### config.mk
export PLATFORM = sky130hd
export DESIGN_NAME = img_capture
export DESIGN_NICKNAME = d
export VERILOG_FILES = /design/src/rtl/img_capture.sv
export SDC_FILE = /design/constraint.sdc
export NUM_CORES = 1
export LEC_CHECK = 0
export ABC_AREA = 1
export CAP_MARGIN = 10
export CORE_ASPECT_RATIO = 1.2
export CORE_MARGIN = 2
export CORE_UTILIZATION = 50
export DETAILED_ROUTE_END_ITERATION = 8
export GPL_TIMING_DRIVEN = 0
export PLACE_DENSITY = 0.78
export SYNTH_ARGS = -nofsm -noshare
export SYNTH_HDL_FRONTEND = slang
export SYNTH_SLANG_ARGS = --single-unit
### constraint.sdc
create_clock -name clk -period 1.5 [get_ports clk]
set_input_delay 0.225 -clock clk [delete_from_list [all_inputs] [get_ports clk]]
set_output_delay 0.225 -clock clk [all_outputs]
set_load 0.01 [all_outputs]
### src/rtl/img_capture.sv
// Frame-capture sink: registers the vsync/de/data stream, writes active pixels to a linear frame-buffer port and checks frame geometry.
// Optional IMG_CAPTURE_CHECKSUM_EN adds a per-frame pixel checksum output.
module img_capture #(
  parameter int H_DISP = 640,
  parameter int V_DISP = 480,
  parameter int DW     = 8,
  parameter int AW     = 19
) (
  input  logic          clk,
  input  logic          rst_n,
  input  logic          cap_en,
  input  logic          err_clr,
  input  logic          img_vsync,
  input  logic          img_de,
  input  logic [DW-1:0] img_data,
  output logic          wr_en,
  output logic [AW-1:0] wr_addr,
  output logic [DW-1:0] wr_data,
  output logic          frame_start,
  output logic          frame_done,
  output logic [15:0]   frame_cnt,
  output logic          err_hlen,
`ifdef IMG_CAPTURE_CHECKSUM_EN
  output logic [31:0]   checksum,
`endif
  output logic          err_vlen
);

  localparam int CW = $clog2(H_DISP + 2) + 1;
  localparam int RW = $clog2(V_DISP + 1);
  localparam logic [AW:0]   ADDR_END = (AW+1)'(H_DISP * V_DISP);
  localparam logic [CW-1:0] COL_FULL = CW'(H_DISP);
  localparam logic [RW-1:0] ROW_LAST = RW'(V_DISP - 1);

  typedef enum logic [1:0] {IDLE = 2'd0, ACTIVE = 2'd1, DONE = 2'd2} state_t;
  state_t state_q, state_d;

  logic          vs_r_q, vs_p_q, de_r_q, de_p_q;
  logic [DW-1:0] d_r_q;
  logic          vs_fall, de_fall, restart, last_row;

  logic          wr_en_q, wr_en_d, fs_q, fs_d, fd_q, fd_d;
  logic [AW-1:0] wr_addr_q, wr_addr_d;
  logic [DW-1:0] wr_data_q, wr_data_d;
  logic [CW-1:0] col_q, col_d;
  logic [RW-1:0] row_q, row_d;
  logic [AW:0]   addr_q, addr_d;
  logic [15:0]   fcnt_q, fcnt_d;
  logic          err_h_q, err_h_d, err_v_q, err_v_d, set_h, set_v;

  // Input stage plus one-cycle-old copy for edge detection
  always_ff @(posedge clk or negedge rst_n) begin
    if (!rst_n) begin
      vs_r_q <= 1'b0;
      vs_p_q <= 1'b0;
      de_r_q <= 1'b0;
      de_p_q <= 1'b0;
      d_r_q  <= '0;
    end else begin
      vs_r_q <= img_vsync;
      vs_p_q <= vs_r_q;
      de_r_q <= img_de;
      de_p_q <= de_r_q;
      d_r_q  <= img_data;
    end
  end

  assign vs_fall  = vs_p_q & ~vs_r_q;
  assign de_fall  = de_p_q & ~de_r_q;
  assign restart  = vs_fall & cap_en;
  assign last_row = (row_q == ROW_LAST);

  always_ff @(posedge clk or negedge rst_n) begin
    if (!rst_n) state_q <= IDLE;
    else        state_q <= state_d;
  end

  // A vsync fall always wins the next state, so a coincident last line completes then restarts
  always_comb begin
    state_d = state_q;
    case (state_q)
      IDLE:    if (restart) state_d = ACTIVE;
      ACTIVE: begin
        if (de_fall && last_row) state_d = DONE;
        if (vs_fall)             state_d = cap_en ? ACTIVE : IDLE;
      end
      DONE:    if (vs_fall) state_d = cap_en ? ACTIVE : IDLE;
      default: state_d = IDLE;
    endcase
  end

  always_comb begin
    wr_en_d   = 1'b0;
    wr_addr_d = wr_addr_q;
    wr_data_d = wr_data_q;
    fs_d      = 1'b0;
    fd_d      = 1'b0;
    col_d     = col_q;
    row_d     = row_q;
    addr_d    = addr_q;
    fcnt_d    = fcnt_q;
    set_h     = 1'b0;
    set_v     = 1'b0;
    case (state_q)
      ACTIVE: begin
        if (de_r_q) begin
          if (addr_q < ADDR_END) begin
            wr_en_d   = 1'b1;
            wr_addr_d = addr_q[AW-1:0];
            wr_data_d = d_r_q;
            addr_d    = addr_q + (AW+1)'(1);
          end else begin
            set_v = 1'b1;
          end
          if (col_q != '1) col_d = col_q + CW'(1);
        end
        if (de_fall) begin
          if (col_q != COL_FULL) set_h = 1'b1;
          col_d = '0;
          row_d = row_q + RW'(1);
          if (last_row) begin
            fd_d   = 1'b1;
            fcnt_d = fcnt_q + 16'd1;
          end
        end
        if (vs_fall && !(de_fall && last_row)) set_v = 1'b1;
      end
      DONE:    if (de_r_q) set_v = 1'b1;
      default: ;
    endcase
    if (restart) begin
      fs_d   = 1'b1;
      col_d  = '0;
      row_d  = '0;
      addr_d = '0;
    end
    err_h_d = set_h | (err_h_q & ~err_clr);
    err_v_d = set_v | (err_v_q & ~err_clr);
  end

  always_ff @(posedge clk or negedge rst_n) begin
    if (!rst_n) begin
      wr_en_q   <= 1'b0;
      wr_addr_q <= '0;
      wr_data_q <= '0;
      fs_q      <= 1'b0;
      fd_q      <= 1'b0;
      col_q     <= '0;
      row_q     <= '0;
      addr_q    <= '0;
      fcnt_q    <= '0;
      err_h_q   <= 1'b0;
      err_v_q   <= 1'b0;
    end else begin
      wr_en_q   <= wr_en_d;
      wr_addr_q <= wr_addr_d;
      wr_data_q <= wr_data_d;
      fs_q      <= fs_d;
      fd_q      <= fd_d;
      col_q     <= col_d;
      row_q     <= row_d;
      addr_q    <= addr_d;
      fcnt_q    <= fcnt_d;
      err_h_q   <= err_h_d;
      err_v_q   <= err_v_d;
    end
  end

  assign wr_en       = wr_en_q;
  assign wr_addr     = wr_addr_q;
  assign wr_data     = wr_data_q;
  assign frame_start = fs_q;
  assign frame_done  = fd_q;
  assign frame_cnt   = fcnt_q;
  assign err_hlen    = err_h_q;
  assign err_vlen    = err_v_q;

`ifdef IMG_CAPTURE_CHECKSUM_EN
  logic [31:0] sum_q, sum_d, ck_q, ck_d;

  // frame_done never coincides with a write, so sum_q is already final when latched
  always_comb begin
    sum_d = sum_q;
    if (wr_en_d) sum_d = sum_q + 32'(d_r_q);
    if (restart) sum_d = '0;
    ck_d = fd_d ? sum_q : ck_q;
  end

  always_ff @(posedge clk or negedge rst_n) begin
    if (!rst_n) begin
      sum_q <= '0;
      ck_q  <= '0;
    end else begin
      sum_q <= sum_d;
      ck_q  <= ck_d;
    end
  end

  assign checksum = ck_q;
`endif

endmodule
==> results.sh <==
export IMPL_gp_congestion=0.887
export IMPL_synth_xor_area_share=0.0261
export IMPL_grt_first_pass_wirelength_um=20300
export IMPL_p_comb_frac=0.321
export IMPL_initialDrtViolationCount=280
export IMPL_wl_um=14000
export IMPL_p_per_area_nw_per_um2=1180
export IMPL_fillerInstances=709
export IMPL_synth_top_family_by_area="simple AND/OR/NAND/NOR gates"
export IMPL_switching_share=0.337
export IMPL_cts_tree="done"
export IMPL_synth_simple_gate_area_frac=0.319
export IMPL_power_switching_mw=2.79
export IMPL_syn_num_nets=669
export IMPL_met3_length_um=774
export IMPL_hold_depth=1
export IMPL_pwr_share_seq=0.419
export IMPL_synth_adder_area_share=0.0224
export IMPL_synthCells=646
export IMPL_vias=4865
export IMPL_fin_ws_ns=-0.129
export IMPL_arrival_ns=1.91
export IMPL_violations="negative setup slack"
export IMPL_dieHeight_um=114
export IMPL_grt_pass1_vias=4505
export IMPL_clk_insertion_delay_late_ns=0.35
export IMPL_maxCapViolations=0
export IMPL_cts_buffers=9
export IMPL_n_antenna_cell=0
export IMPL_synth_seq_cells=102
export IMPL_hold_slack_ns=0.303
export IMPL_ctsHtreeMaxLevel=3
export IMPL_worst_setup_path_end_kind="flop"
export IMPL_cp_max_fo=6
export IMPL_wire_per_inst_um=15.4
export IMPL_drt_met1_wl_um=5210
export IMPL_ys_types=31
export IMPL_ys_flop_type="dfrtp_1"
export IMPL_place_ws_ns=-0.281
export IMPL_r2r_setup_slack_ns=-0.13
export IMPL_r2r_cells=9
export IMPL_syn_avg_cell_area_sq_um=7.79
export IMPL_drv_slew=0
export IMPL_synth_compound_area_share=0.0567
export IMPL_drc=0
export IMPL_dr_pass1_iters=5
export IMPL_leakage_nw=3.55
export IMPL_start_kind="flop"
export IMPL_port_buffers=61
export IMPL_nets=800
export IMPL_postRouteAntennaNets=0
export IMPL_finalSetupViolCount=41
export IMPL_clock_fmax_mhz=614
export IMPL_cts_sinks=102
export IMPL_yosysWarnings=0
export IMPL_dieArea_sq_um=10900
export IMPL_critPathKind="reg -> reg"
export IMPL_required_ns=1.78
export IMPL_clockRootBuffer="clkbuf_16"
export IMPL_placed_area_sq_um=5830
export IMPL_synth_edf_count=0
export IMPL_wl_met2_um=7550
export IMPL_grt_max_degree=73
export IMPL_finClkSkew_ns=0.00888
export IMPL_fin_tns_setup_ns=-2.53
export IMPL_ys_seq_area_frac=0.507
export IMPL_worstHoldStart="img_de"
export IMPL_die_w_um=95.6
export IMPL_post_route_min_period_ns=1.63
export IMPL_ioPinCount=62
export IMPL_hold_path_end="de_r_q$_DFF_PN0_"
export IMPL_area_growth_pct=40.0
export IMPL_syn_cell_area_sq_um=5030
export IMPL_worst_pin_slew_ns=0.499
export IMPL_ir_drop_mv=0.920
export IMPL_fin_crit_sh=1.09
export IMPL_routed_top_layer="met4"
export IMPL_drive_gt1_frac=0.264
export IMPL_grt_antenna_before_repair=0
export IMPL_rows=40
export IMPL_dp_hpwl_um=8190
export IMPL_slew_headroom=0.665
export IMPL_power_internal_mw=5.49
export IMPL_r2r_start="row_q[1]$_DFFE_PN0P_"
export IMPL_p_clk_frac=0.260
export IMPL_start_util=0.508
export IMPL_ys_async_sr_fraction=1.00
export IMPL_reg2reg_to="frame_cnt[3]$_DFFE_PN0P_"
export IMPL_core_area_sq_um=9910
export IMPL_path_clk_slew_ns=0.07
export IMPL_viasPerCell=5.37
export IMPL_rsz0062_at_grt="true"
export IMPL_muxShareOfSynthArea=0
export IMPL_clockBufferDepth=2
export IMPL_grt_usage=0.237
export IMPL_hold_viol=0
export IMPL_outcome="complete, but fails checks"
export IMPL_hold_path_class="in -> reg"
export IMPL_grt_overflow=0
export IMPL_stdcell_area_sq_um=7040
worst max-delay path, cell delays in order (launching register included):
cell	delay [ns]
dfrtp_1	0.38
ha_2	0.20
nand3_2	0.10
nor2_2	0.12
nand4_1	0.17
nor2_4	0.18
buf_6	0.16
buf_6	0.13
nand2_2	0.05
o21ai_1	0.08
cell families (layout without fill, tap and decap cells):
| group | count (synthesis) | after routing |
|---|---|---|
| AOI/OAI and AO/OA | 53 | 53 |
| xor gates and xnor gates | 15 | 15 |
| adders and majority gates | 9 | 9 |
| buffers and inverters | 82 | 216 |
| DFF | 102 | 102 |
| and+or+nand+nor | 385 | 385 |
registers in the layout (all words and copies together) (netlist names):
name         cells
addr_q          20
col_q           11
d_r_q            8
de_p_q           1
de_r_q           1
err_hlen         1
err_vlen         1
frame_cnt       16
frame_done       1
frame_start      1
row_q            9
state_q          2
vs_p_q           1
vs_r_q           1
wr_addr         19
wr_data          8
wr_en            1
how the worst max path moves through the flow:
| stage | from | endpoint | slack (ns) | depth (start not counted) |
|---|---|---|---|---|
| 3_3_place_gp | rst_n | wr_addr[0]$_DFFE_PN0P_ | -3.48 | 1 |
| 6_report | row_q[1]$_DFFE_PN0P_ | frame_cnt[3]$_DFFE_PN0P_ | -0.13 | 9 |
| 5_1_grt | row_q[1]$_DFFE_PN0P_ | frame_cnt[3]$_DFFE_PN0P_ | -0.19 | 9 |
| 4_1_cts | row_q[1]$_DFFE_PN0P_ | frame_cnt[3]$_DFFE_PN0P_ | -0.09 | 9 |
| 3_5_place_dp | state_q[1]$_DFFE_PN0P_ | addr_q[9]$_DFFE_PN0P_ | -0.28 | 10 |
| 2_1_floorplan | state_q[1]$_DFFE_PN0P_ | addr_q[12]$_DFFE_PN0P_ | 0.02 | 10 |
metal layers:
metal	global-route usage	up-vias
li1	-	2297
met1	0.288	2336
met2	0.405	189
met3	0.0390	43
met4	0.115	0
met5	0	-
cells in the mapped netlist, types with 2 or more instances:
| cell | n | share of area |
|---|---|---|
| nor3_1 | 12 | 0.012 |
| nand2_2 | 3 | 0.0037 |
| buf_6 | 2 | 0.0045 |
| xnor2_1 | 3 | 0.0052 |
| nor4_1 | 2 | 0.0025 |
| ha_1 | 9 | 0.022 |
| dfrtp_1 | 102 | 0.51 |
| nor2_1 | 66 | 0.049 |
| nand4_1 | 12 | 0.015 |
| nand2_1 | 227 | 0.17 |
| buf_4 | 2 | 0.0030 |
| o21ai_1 | 29 | 0.029 |
| buf_2 | 10 | 0.0099 |
| nand3_1 | 50 | 0.050 |
| inv_2 | 11 | 0.0082 |
| o21ai_0 | 2 | 0.0020 |
| a21oi_1 | 18 | 0.018 |
| nor2_2 | 8 | 0.0099 |
| xor2_1 | 12 | 0.021 |
| inv_1 | 54 | 0.040 |
| clkbuf_1 | 2 | 0.0015 |
layout make-up:
type,instances,area [sq um],share of cell area
inverters,66,250,0.0355
plain buffers,16,140,0.0199
repair buffers,120,1140,0.163
clock buffers,10,239,0.0339
well taps,126,158,0.0224
clock inverters,4,25.0,0.00355
multi-input cells,462,2520,0.359
flip-flops and latches,102,2560,0.364
timing repair:
| item | in CTS | in global routing |
|---|---|---|
| pin swaps | 8 | 34 |
| gates cloned | 2 | 4 |
| buffers inserted | 29 | 24 |
| hold buffers | 1 | 0 |
| gates resized for setup | 45 | 119 |
| endpoints found under the hold margin | 30 | 0 |
| setup endpoints to repair | 94 | 95 |
cells in the final DEF, fill, tap and decap left out, types with 7 or more instances in the layout:
master           count
nor3_1              10
nor2_4               8
nand4_1             12
inv_1               53
o21ai_1             26
nand3_2             15
nor2_2              15
inv_2               12
dlygate4sd2_1        8
dlymetal6s2s_1      12
xor2_1              11
nand3_1             33
nor2_1              51
nand2_1            192
clkbuf_16            9
nand2_2             33
dfrtp_1             95
buf_6               17
clkdlybuf4s50_1     40
a21oi_1             15
dfrtp_2              7
buf_4               48
power groups by stage:
stage | clock (mW) | sequential (mW) | combinational [mW]
after CTS | 2.15 | 3.41 | 2.11
final | 2.15 | 3.47 | 2.66
after global routing | 2.29 | 3.51 | 2.89
after global placement | 0 | 3.45 | 1.76
after floorplan | 0 | 3.49 | 1.02
after detailed placement | 0 | 3.47 | 1.85
per-stage QoR:
stage | util | total power, mW | cells
2_1_floorplan | - | 4.51 | 646
3_3_place_gp | 0.585 | 5.21 | 833
3_5_place_dp | 0.588 | 5.31 | 834
4_1_cts | 0.649 | 7.68 | 880
5_1_grt | 0.711 | 8.69 | 906
6_report | 0.711 | 8.28 | 906
(Power assumes the default switching activity.)
